--- src/rtl/io_input_conditioner.sv ---
// io_input_conditioner: per-channel debouncer with edge pulses, sticky event flags and CPU status word
//   Optional feature macro: IO_EDGE_IRQ_EN (edge interrupt with per-channel enable register)
//   clk          in   system clock
//   rst_n        in   asynchronous active-low reset
//   raw_in_i     in   [N_CH-1:0] asynchronous raw inputs
//   cmd_valid_i  in   one-cycle command strobe
//   cmd_data_i   in   [31:30] opcode, [N_CH-1:0] channel mask
//   status_o     out  {0, fall_sticky, rise_sticky, level}
//   level_o      out  debounced, polarity-corrected level
//   rise_pulse_o out  one-cycle pulse on level 0->1
//   fall_pulse_o out  one-cycle pulse on level 1->0
//   irq_o        out  event interrupt (0 unless IO_EDGE_IRQ_EN)
module io_input_conditioner #(
  parameter int          N_CH            = 4,
  parameter int          DEBOUNCE_CYCLES = 1000,
  parameter int          CNT_W           = 16,
  parameter logic [31:0] INVERT_MASK     = 32'd0
) (
  input  logic            clk,
  input  logic            rst_n,
  input  logic [N_CH-1:0] raw_in_i,
  input  logic            cmd_valid_i,
  input  logic [31:0]     cmd_data_i,
  output logic [31:0]     status_o,
  output logic [N_CH-1:0] level_o,
  output logic [N_CH-1:0] rise_pulse_o,
  output logic [N_CH-1:0] fall_pulse_o,
  output logic            irq_o
);
  localparam logic [CNT_W-1:0] CNT_MAX = CNT_W'(DEBOUNCE_CYCLES - 1);
  logic [N_CH-1:0]  meta_q, sync_q;
  logic [N_CH-1:0]  level_q, level_d, rise_q, rise_d, fall_q, fall_d;
  logic [N_CH-1:0]  rs_q, rs_d, fs_q, fs_d, clr;
  logic [CNT_W-1:0] cnt_q [N_CH];
  logic [CNT_W-1:0] cnt_d [N_CH];
  logic             unused_cmd;
  assign unused_cmd = ^cmd_data_i;
  // A clear and an event registered at the same edge: the event wins.
  always_comb begin
    clr = (cmd_valid_i && cmd_data_i[31:30] == 2'b01) ? cmd_data_i[N_CH-1:0] : '0;
    level_d = level_q;
    rise_d = '0;
    fall_d = '0;
    for (int i = 0; i < N_CH; i++) begin
      cnt_d[i] = '0;
      if (sync_q[i] != level_q[i]) begin
        if (cnt_q[i] == CNT_MAX) begin
          level_d[i] = sync_q[i];
          rise_d[i] = sync_q[i];
          fall_d[i] = ~sync_q[i];
        end else begin
          cnt_d[i] = cnt_q[i] + CNT_W'(1);
        end
      end
    end
    rs_d = (rs_q & ~clr) | rise_d;
    fs_d = (fs_q & ~clr) | fall_d;
  end
  always_ff @(posedge clk or negedge rst_n) begin
    if (!rst_n) begin
      meta_q <= '0;
      sync_q <= '0;
      level_q <= '0;
      rise_q <= '0;
      fall_q <= '0;
      rs_q <= '0;
      fs_q <= '0;
      for (int i = 0; i < N_CH; i++) cnt_q[i] <= '0;
    end else begin
      meta_q <= raw_in_i ^ INVERT_MASK[N_CH-1:0];
      sync_q <= meta_q;
      level_q <= level_d;
      rise_q <= rise_d;
      fall_q <= fall_d;
      rs_q <= rs_d;
      fs_q <= fs_d;
      for (int i = 0; i < N_CH; i++) cnt_q[i] <= cnt_d[i];
    end
  end
  assign status_o = 32'({fs_q, rs_q, level_q});
  assign level_o = level_q;
  assign rise_pulse_o = rise_q;
  assign fall_pulse_o = fall_q;
`ifdef IO_EDGE_IRQ_EN
  logic [N_CH-1:0] irq_en_q;
  logic            irq_q;
  // irq is built from the registered sticky flags, so it trails them by one cycle.
  always_ff @(posedge clk or negedge rst_n) begin
    if (!rst_n) begin
      irq_en_q <= '0;
      irq_q <= 1'b0;
    end else begin
      irq_en_q <= (cmd_valid_i && cmd_data_i[31:30] == 2'b10) ? cmd_data_i[N_CH-1:0] : irq_en_q;
      irq_q <= |((rs_q | fs_q) & irq_en_q);
    end
  end
  assign irq_o = irq_q;
`else
  assign irq_o = 1'b0;
`endif
endmodule
--- config.mk ---
export PLATFORM = sky130hd
export DESIGN_NAME = io_input_conditioner
export DESIGN_NICKNAME = d
export VERILOG_FILES = /design/src/rtl/io_input_conditioner.sv
export SDC_FILE = /design/constraint.sdc
export NUM_CORES = 1
export LEC_CHECK = 0
export CAP_MARGIN = 20
export CORE_MARGIN = 2
export CORE_UTILIZATION = 35
export DETAILED_ROUTE_END_ITERATION = 12
export GPL_TIMING_DRIVEN = 0
export HOLD_SLACK_MARGIN = 0.08
export PLACE_DENSITY = 0.59
export SYNTH_ARGS = -nofsm -noshare
export SYNTH_HDL_FRONTEND = slang
export SYNTH_SLANG_ARGS = --single-unit
--- constraint.sdc ---
create_clock -name clk -period 2.09 [get_ports clk]
set_input_delay 0.3135 -clock clk [delete_from_list [all_inputs] [get_ports clk]]
set_output_delay 0.3135 -clock clk [all_outputs]
set_load 0.005 [all_outputs]
=== Word level (Yosys, flattened, before mapping) ===
Cells that the tools add are included.

* Bitwise gates (word level): 9
* $lt $le $gt $ge: 0
* Muxes and demuxes: 25
* $add $sub $neg: 4
* Reductions and logical operators: 5
* Shifts and indexed selects: 0
* Equal/unequal tests: 9
* Multiply operators: 0
* Divide/modulo/power cells: 0

{| class="wikitable"
|+ Operator list
! cell !! number
|-
| 16-bit 2-to-1 mux || 8
|-
| 16-bit by 1-bit adder with 16-bit output (second input constant) || 4
|-
| 16-bit by 10-bit equality test with 1-bit output (second input constant) || 4
|-
| 1-bit 2-to-1 mux || 16
|-
| 4-bit AND || 2
|-
| 4-bit OR || 2
|-
| 2-bit AND reduction || 4
|-
| 4-bit 2-to-1 mux || 1
|-
| 1-bit != test || 4
|-
| 1-bit inverter || 4
|-
| 4-bit inverter || 1
|-
| 2-bit by 1-bit equality test with 1-bit output (second input constant) || 1
|-
| 1-bit logical AND || 1
|}

* Latch bits: 0
* Memories kept: 0
* Memory bits (read-only): 0
* Output and inout port bits: 45
* Bits of input ports: 39
* Word-level logic and storage cells: 66
* Bits in registers: 92
* RAM bits: 0

=== Depth between registers and ports, before layout ===
Gate-level depths: netlist (run 1).

* Depth after elaboration: 6
* Mapped depth: 6
* Gate-level depth less buffers: 5

=== Worst setup path after synthesis (run 1) ===
Ideal clock, no wire load.

* Kind: flip-flop to flip-flop
* Start point: register cnt_q[52] (netlist name)
* End point: register level_q[0], in the netlist level_o[0]
* Data arrival time: 1.810 ns
* Cell stages (with the launch flop): 5
* Clock period less this slack: 1.935 ns
* Setup slack: 0.155 ns
* Required time: 1.965 ns
* Cell sequence: dfrtp_1 -> buf_2 -> or4_1 -> or4_4 -> mux2_4

* Longest elaborated chain between the ends: 2

{| class="wikitable"
|+ RTL lines
! element !! line !! RTL
|-
| start, declared || 34 || <nowiki>logic [CNT_W-1:0] cnt_q [N_CH];</nowiki>
|-
| 16-bit by 10-bit equality test with 1-bit output || 47 || <nowiki>if (cnt_q[i] == CNT_MAX) begin</nowiki>
|-
| 2-bit AND reduction (no line) || - ||
|-
| end signal, assigned || 72 || <nowiki>level_q <= level_d;</nowiki>
|-
| end, declared || 32 || <nowiki>logic [N_CH-1:0] level_q, level_d, rise_q, rise_d, fall_q, fall_d;</nowiki>
|}

Every way passes these cells.
A chain may end at the register's enable or synchronous reset.

=== Worst setup path after layout (run 1) ===
* Start point: register cnt_q[27] (netlist name)
* End point: register level_q[2], in the netlist level_o[2]

Same word-level chain as after synthesis.

==> results of run 1 <==
## metrics by stage
stage / instance area, µm² / setup WS (ns) / power, W
finish: 5290 / 0.0741 / 0.00366
detailed placement: 4930 / -0.0654 / 0.00204
CTS: 5260 / 0.0249 / 0.00371
floorplan: 4360 / 0.155 / 0.00195
global route: 5290 / 0.00205 / 0.00382
global placement: 4900 / -2.69 / 0.00203
## final cells by class
class	count	area [µm²]	share of cell area [%]
clock inverters	5	60.1	1.13
plain buffers	32	241	4.56
multi-input cells	294	1820	34.4
repair buffers	39	403	7.61
clock buffers	11	243	4.59
well taps	147	184	3.47
flip-flops and latches	92	2300	43.5
inverters	10	37.5	0.709
## power by group
group	leakage (nW)	internal (W)	switching (W)
Clock	0.146	0.000964	0.000682
Sequential	1.26	0.00181	0.0000237
Combinational	0.916	0.0000832	0.0000990
## state kept, by name (all words and copies together), names as in the netlist
register      count
rs_q              4
rise_pulse_o      4
sync_q            4
cnt_q            64
fall_pulse_o      4
fs_q              4
meta_q            4
level_o           4
## layout by cell type, fill, tap and decap left out, drive strengths merged, types with 5 or more instances in the layout
master / count
a21o: 8
buf: 33
clkbuf: 13
clkdlybuf4s50: 35
conb: 21
dfrtp: 92
inv: 11
nand2: 20
nand3: 22
nand4: 20
nor2: 71
nor2b: 5
nor3: 14
nor4: 17
or4: 10
xnor2: 45
xor2: 10
## kinds of logic after synthesis
kind of cell	after synthesis
flip-flops	92
other	1
multiplexers	5
AO/OA/AOI/OAI	13
adder cells (fa/ha/maj)	4
XOR/XNOR	55
buffers and inverters	43
AND/OR/NAND/NOR	196
## layer usage
metal | vias up | track usage, %
li1 | 1480 | -
met1 | 1440 | 18.1
met2 | 54 | 21.8
met3 | 10 | 3.49
met4 | 0 | 6.18
met5 | - | 0
## how the worst min path moves through the flow
stage	startpoint	to	slack, ns
global route	meta_q[1]	sync_q[1]	0.36
finish	meta_q[2]	sync_q[2]	0.34
CTS	meta_q[2]	sync_q[2]	0.34
floorplan	rst_n	cnt_q[0]	0.02
detailed placement	rst_n	rise_pulse_o[2]	0.27
global placement	meta_q[1]	sync_q[1]	0.33
## timing repair
item,in CTS,in global routing
buffers inserted,0,1
setup endpoints to repair,20,40
resized for setup,4,5
hold buffers,1,0
hold endpoints to repair,28,0
pin swaps,0,2
==> results.md, run 1 <==
- Status: completed
- Io pins: 84
- Ys Warns: 0
- Critical Path End: level_o[2]
- DRT Pass-1 Iters: 4
- Final Max Tran Viols: 0
- #FFs+latches synth: 92
- Critical-path maximum fanout: 5
- Core area: 12000 µm²
- Tightest Hold Check Type: register to register
- First-pass GRT wire length: 14300 µm
- Detailed-route via count: 2984
- DR WL met3: 331 µm
- Routed len/inst: 12.8 µm
- R2R cell count: 3
- Largest net degree at the start of global routing: 65
- Share of cells above drive strength 1: 13.0%
- Clk buf depth: 2
- Count leader, synth: dfrtp_1
- Worst reg-to-reg setup slack: 0.07 ns
- Diodes inserted: 0
- TritonCTS buffer count: 9
- Chip height: 115 µm
- Seq/Total Area, Yosys: 53.8%
- CP max stage cell: or4_4
- Share of the synthesized area in the top cell type: 53.8%
- R2R Path End: level_o[2]
- Startpoint types: register
- Final period util: 96.5%
- Cells after synthesis: 409
- Min Tclk post-route: 2.02 ns
- Post-synth top cells: dfrtp_1, nor2_1, xnor2_1
- HPWL after DPL: 5800 µm
- Nets: 521
- Post-layout util: 44.3%
- RSZ-0062 raised after global routing: no
- Top_reg_cell synth: dfrtp_1
- DP Cell Count: 613
- Max-slew headroom: 62.8%
- Simple-Gate Fraction of Synth Area: 23.7%
- Vias per cell: 4.74
- DRC marker count from the first detailed-route iteration: 120
- Synthesized cell area: 4280 µm²
- Vias in the first global route: 2989
- Synth cell types: 38
- DRC: 0
- CP bufs+invs: 0
- Largest family of logic cells by synthesized area: simple AND/OR/NAND/NOR gates
- Starting Density: 35.8%
- Crit-path max cell delay: 0.62 ns
- Mux contribution to synthesized area: 1.37%
- Share of synthesized registers carrying an async set or reset: 100%
- Area contributors post-synth: dfrtp_1, xnor2_1, nor2_1, buf_4, nand4_1
- FILL cells: 1143
- CTS tree: done
- GRT Overall Usage: 13.9%
- Final setup TNS: 0 ns
- Highest Signal Layer: met4
- WL met2: 3810 µm
- Critical Path Source: cnt_q[27]
- Maximum vdd drop: 0.384 mV
- Max H-tree Level: 3
- Insertion delay to the later sink of the worst-skew pair: 0.34 ns
- R2R Path Start: cnt_q[27]
- Max Cap Violations: 0
- Data required, critical path: 2.32 ns
- # setup viols final: 0
- Num rows: 40
- PortBufs: 36
- Final std cells w/o fill: 630
- Routability-driven placement congestion ratio: 0.778
- Routed WL: 8050 µm
- Clock Sinks: 92
- CP Depth: 3
- Max Fclk: 0.496 GHz
- Initial antenna violation count: 0
- CP Class: register to register
- Final Hold Vio Count: 0
- CTS clock-pin slew for the worst setup and hold paths: 0.06 ns
- Leak: 2.32 nW
- CP endpoint kind: register
- Synth Area in Adders: 1.17%
- CP cell instances: or4_1 > or4_4 > mux2_1
- Crit path DAT: 2.25 ns
- Crit-path leading delay family: simple AND/OR/NAND/NOR gates
- GRT Residual Overflow: 0
- Routed metal-1 wire length: 3740 µm
- Syn avg cell area: 10.5 µm²
- Post-Synth XOR/XNOR Area: 11.3%
- Synth Area in Compound Gates: 2.28%
- Dominant cell type by area after synthesis: dfrtp_1
- Final worst clock skew: 0.00587 ns
- Routed Antenna Nets: 0
- Hold_ws: 0.342 ns
- Worst-margin pin slew: 0.553 ns
- Cell Pwr Density: 691 nW/µm²
- Die area: 13100 µm²
- Worst hold path depth: 0
- Root Driver: clkbuf_16
- Die W: 115 µm
- Area added between synthesis and finish: 23.6%
- EDFF count, synth: 0
(Power assumes the default switching activity.)
==> run 2, diff against run 1 <==
--- a/config.mk
+++ b/config.mk
@@ -5,13 +5,15 @@
 export SDC_FILE = /design/constraint.sdc
 export NUM_CORES = 1
 export LEC_CHECK = 0
+export ABC_AREA = 1
 export CAP_MARGIN = 20
 export CORE_MARGIN = 2
 export CORE_UTILIZATION = 35
 export DETAILED_ROUTE_END_ITERATION = 12
 export GPL_TIMING_DRIVEN = 0
 export HOLD_SLACK_MARGIN = 0.08
-export PLACE_DENSITY = 0.59
+export PLACE_DENSITY = 0.58
+export SETUP_SLACK_MARGIN = 0.2
 export SYNTH_ARGS = -nofsm -noshare
 export SYNTH_HDL_FRONTEND = slang
 export SYNTH_SLANG_ARGS = --single-unit
==> results.md, run 2 <==
- Initial antenna violation count: 0 (unchanged)
- RSZ-0062 raised after global routing: no
- Share of cells above drive strength 1: 16.7% (+3.6 points)
- Largest net degree at the start of global routing: 70 (+7.7%)
- Diodes inserted: 0 (unchanged)
- Max Cap Violations: 0 (unchanged)
- Ys Warns: 0 (unchanged)
- Share of synthesized registers carrying an async set or reset: 100% (unchanged)
- Max Fclk: 0.607 GHz (+22%)
- Syn avg cell area: 8.17 µm² (-22%)
- Tightest Hold Check Type: register to register
- #FFs+latches synth: 92 (unchanged)
- TritonCTS buffer count: 9 (unchanged)
- Met1 Use GR: 16.7% (-1.4 points)
- Startpoint types: register
- Global routing usage on met2: 22.6% (+0.78 points)
- Count leader, synth: nor2_1
- Pwr Total: 0.00386 W (+5.4%)
- Root Driver: clkbuf_16
- CP Class: register to primary output
- Crit path DAT: 1.33 ns (-0.92 ns)
- Area contributors post-synth: dfrtp_1, nor2_1, nand2_1, inv_1, buf_4
- Io pins: 84 (unchanged)
- Top_reg_cell synth: dfrtp_1
- Largest register FFs: 64 (unchanged)
- Starting Density: 35.4% (-0.38 points)
- Post-cts resize count: 0 (-4)
- Multi-input logic area: 2230 µm² (+22%)
- Nets: 709 (+36%)
- DRC marker count from the first detailed-route iteration: 178 (+48%)
- Chip height: 122 µm (+6.5%)
- FILL cells: 1372 (+20%)
- Status: completed
- Final Hold Vio Count: 0 (unchanged)
- Final Max Tran Viols: 0 (unchanged)
- Die W: 122 µm (+6.5%)
- Core area: 13800 µm² (+15%)
- Num rows: 43 (+7.5%)
- Critical-path maximum fanout: 3 (-2)
- GRT Residual Overflow: 0 (unchanged)
- Routed WL: 9290 µm (+15%)
- Min Tclk post-route: 1.65 ns (-0.369 ns)
- Clk buf depth: 2 (unchanged)
- Dominant cell type by area after synthesis: dfrtp_1
- EDFF count, synth: 0 (unchanged)
- Cells after synthesis: 597 (+46%)
- Insertion delay to the later sink of the worst-skew pair: 0.34 ns (about the same)
- Commonest non-fill, non-tap cells in the layout: nor2_1, nand2_1, dfrtp_1, inv_1, clkdlybuf4s50_1
- Final worst clock skew: 0.00424 ns (-0.00162 ns)
- Routed Antenna Nets: 0 (unchanged)
- First-pass GRT wire length: 16000 µm (+12%)
- DRC: 0 (unchanged)
- Maximum vdd drop: 0.423 mV (+10%)
- Fin area: 5910 µm² (+12%)
- Seq/Total Area, Yosys: 47.2% (-6.6 points)
- Die area: 14900 µm² (+13%)
- R2R cell count: 8 (+5)
- Met3 Resource Use GR: 3.79% (+0.30 points)
- Synth cell types: 27 (-29%)
- Largest Register: cnt_q
- Data required, critical path: 1.78 ns (-0.54 ns)
- CTS clock-pin slew for the worst setup and hold paths: 0.06 ns (about the same)
- GRT Overall Usage: 13.5% (-0.34 points)
- Routed len/inst: 10.9 µm (-15%)
- Vias in the first global route: 3547 (+19%)
- PortBufs: 36 (unchanged)
- DRT Pass-1 Iters: 4 (unchanged)
- Max H-tree Level: 3 (unchanged)
- CP endpoint kind: primary output
- CTS tree: done
- Clock Sinks: 92 (unchanged)
- Share of the synthesized area in the top cell type: 47.2% (-6.6 points)
- Area added between synthesis and finish: 21.1%
- Worst hold path depth: 0 (unchanged)
- Routability-driven placement congestion ratio: 0.875 (+12%)
- Placed Area: 5560 µm² (+13%)
- Final period util: 78.8% (-18 points)
- HPWL after DPL: 6890 µm (+19%)
- Vias per cell: 4.39 (-7.3%)
- Register area: 2300 µm² (unchanged)
- Post-synth top cells: nor2_1, nand2_1, dfrtp_1
- # hold bufs at CTS: 1 (unchanged)
- Detailed-route via count: 3735 (+25%)
- Cell Pwr Density: 653 nW/µm² (-5.6%)
- # setup viols final: 0 (unchanged)
- Synthesized cell area: 4880 µm² (+14%)
- Global routing's busiest layer: met2
- Most common cell after layout, fill and taps aside: nor2_1
- Leak: 2.65 nW (+14%)
- Postcts setup bufs: 0 (unchanged)
[run 2: cell count changes in the layout (fill, tap and decap cells not counted), moves of 8 or more]
| cell | previous run | this run |
|---|---|---|
| a21o_1 | 8 | 0 |
| a21oi_1 | 2 | 10 |
| inv_1 | 10 | 59 |
| nand2_1 | 18 | 114 |
| nand2_2 | 0 | 26 |
| nor2_1 | 71 | 129 |
| nor2_2 | 0 | 13 |
| nor2_4 | 0 | 10 |
| nor3_1 | 14 | 5 |
| nor4_1 | 15 | 0 |
| o21ai_1 | 0 | 12 |
| or4_1 | 8 | 0 |
| xnor2_1 | 45 | 4 |
| xor2_1 | 10 | 20 |
[run 2: report_power, final]
group / switching [W] / internal (W)
combinational: 0.000115 / 0.0000937
clock: 0.000689 / 0.00112
sequential: 0.0000269 / 0.00182
total: 0.000830 / 0.00303
[run 2: routing by layer]
| metal | wire length [µm] | up-vias |
|---|---|---|
| met2 | 4450 | 54 |
| met3 | 379 | 10 |
| li1 | - | 1952 |
| met4 | 133 | 0 |
| met5 | 0 | - |
| met1 | 4320 | 1719 |
[run 2: final timing paths]
check	start	endpoint	slack, ns
min in group asynchronous	rst_n	cnt_q[12]	0.42
max reg2reg	cnt_q[16]	cnt_q[22]	0.68
min	meta_q[0]	sync_q[0]	0.35
min reg2reg	meta_q[0]	sync_q[0]	0.35
max	level_o[3]	status_o[3]	0.44
max in group asynchronous	rst_n	cnt_q[20]	1.04
[run 2: logic make-up (layout without fill, tap and decap cells)]
| group | Yosys count | in the layout | synth area share, % |
|---|---|---|---|
| AO/OA/AOI/OAI | 31 | 31 | 3.77 |
| XOR/XNOR | 24 | 24 | 4.31 |
| adder cells (fa/ha/maj) | 4 | 4 | 1.03 |
| buffers and inverters | 87 | 141 | 8.62 |
| flip-flops | 92 | 92 | 47.2 |
| other | 1 | 21 | 0.0769 |
| AND/OR/NAND/NOR | 358 | 358 | 35.0 |
[run 2: through the flow]
stage | util (%) | setup slack, ns | setup TNS [ns] | cells | hold WS (ns)
after global routing | 42.9 | 0.390 | 0 | 851 | 0.360
final | 42.9 | 0.443 | 0 | 851 | 0.348
after detailed placement | 40.4 | 0.430 | 0 | 834 | 0.243
after floorplan | - | 0.854 | 0 | 617 | 0.0179
after CTS | 42.9 | 0.423 | 0 | 851 | 0.349
after global placement | 40.2 | -2.75 | -251.97 | 833 | 0.331
[run 2: final cells by class]
type | instances | share of cell area [%]
Tap cell | 180 | 3.81
Inverter | 62 | 3.94
Buffer | 25 | 3.18
Timing Repair Buffer | 38 | 6.69
Clock buffer | 11 | 4.28
Sequential cell | 92 | 39.0
Clock inverter | 5 | 1.40
Multi-Input combinational cell | 438 | 37.8
[run 2: worst max-delay path: stages, from the launching register on]
cell	delay, ns
dfrtp_1	0.38
buf_4	0.12
clkdlybuf4s50_1	0.49
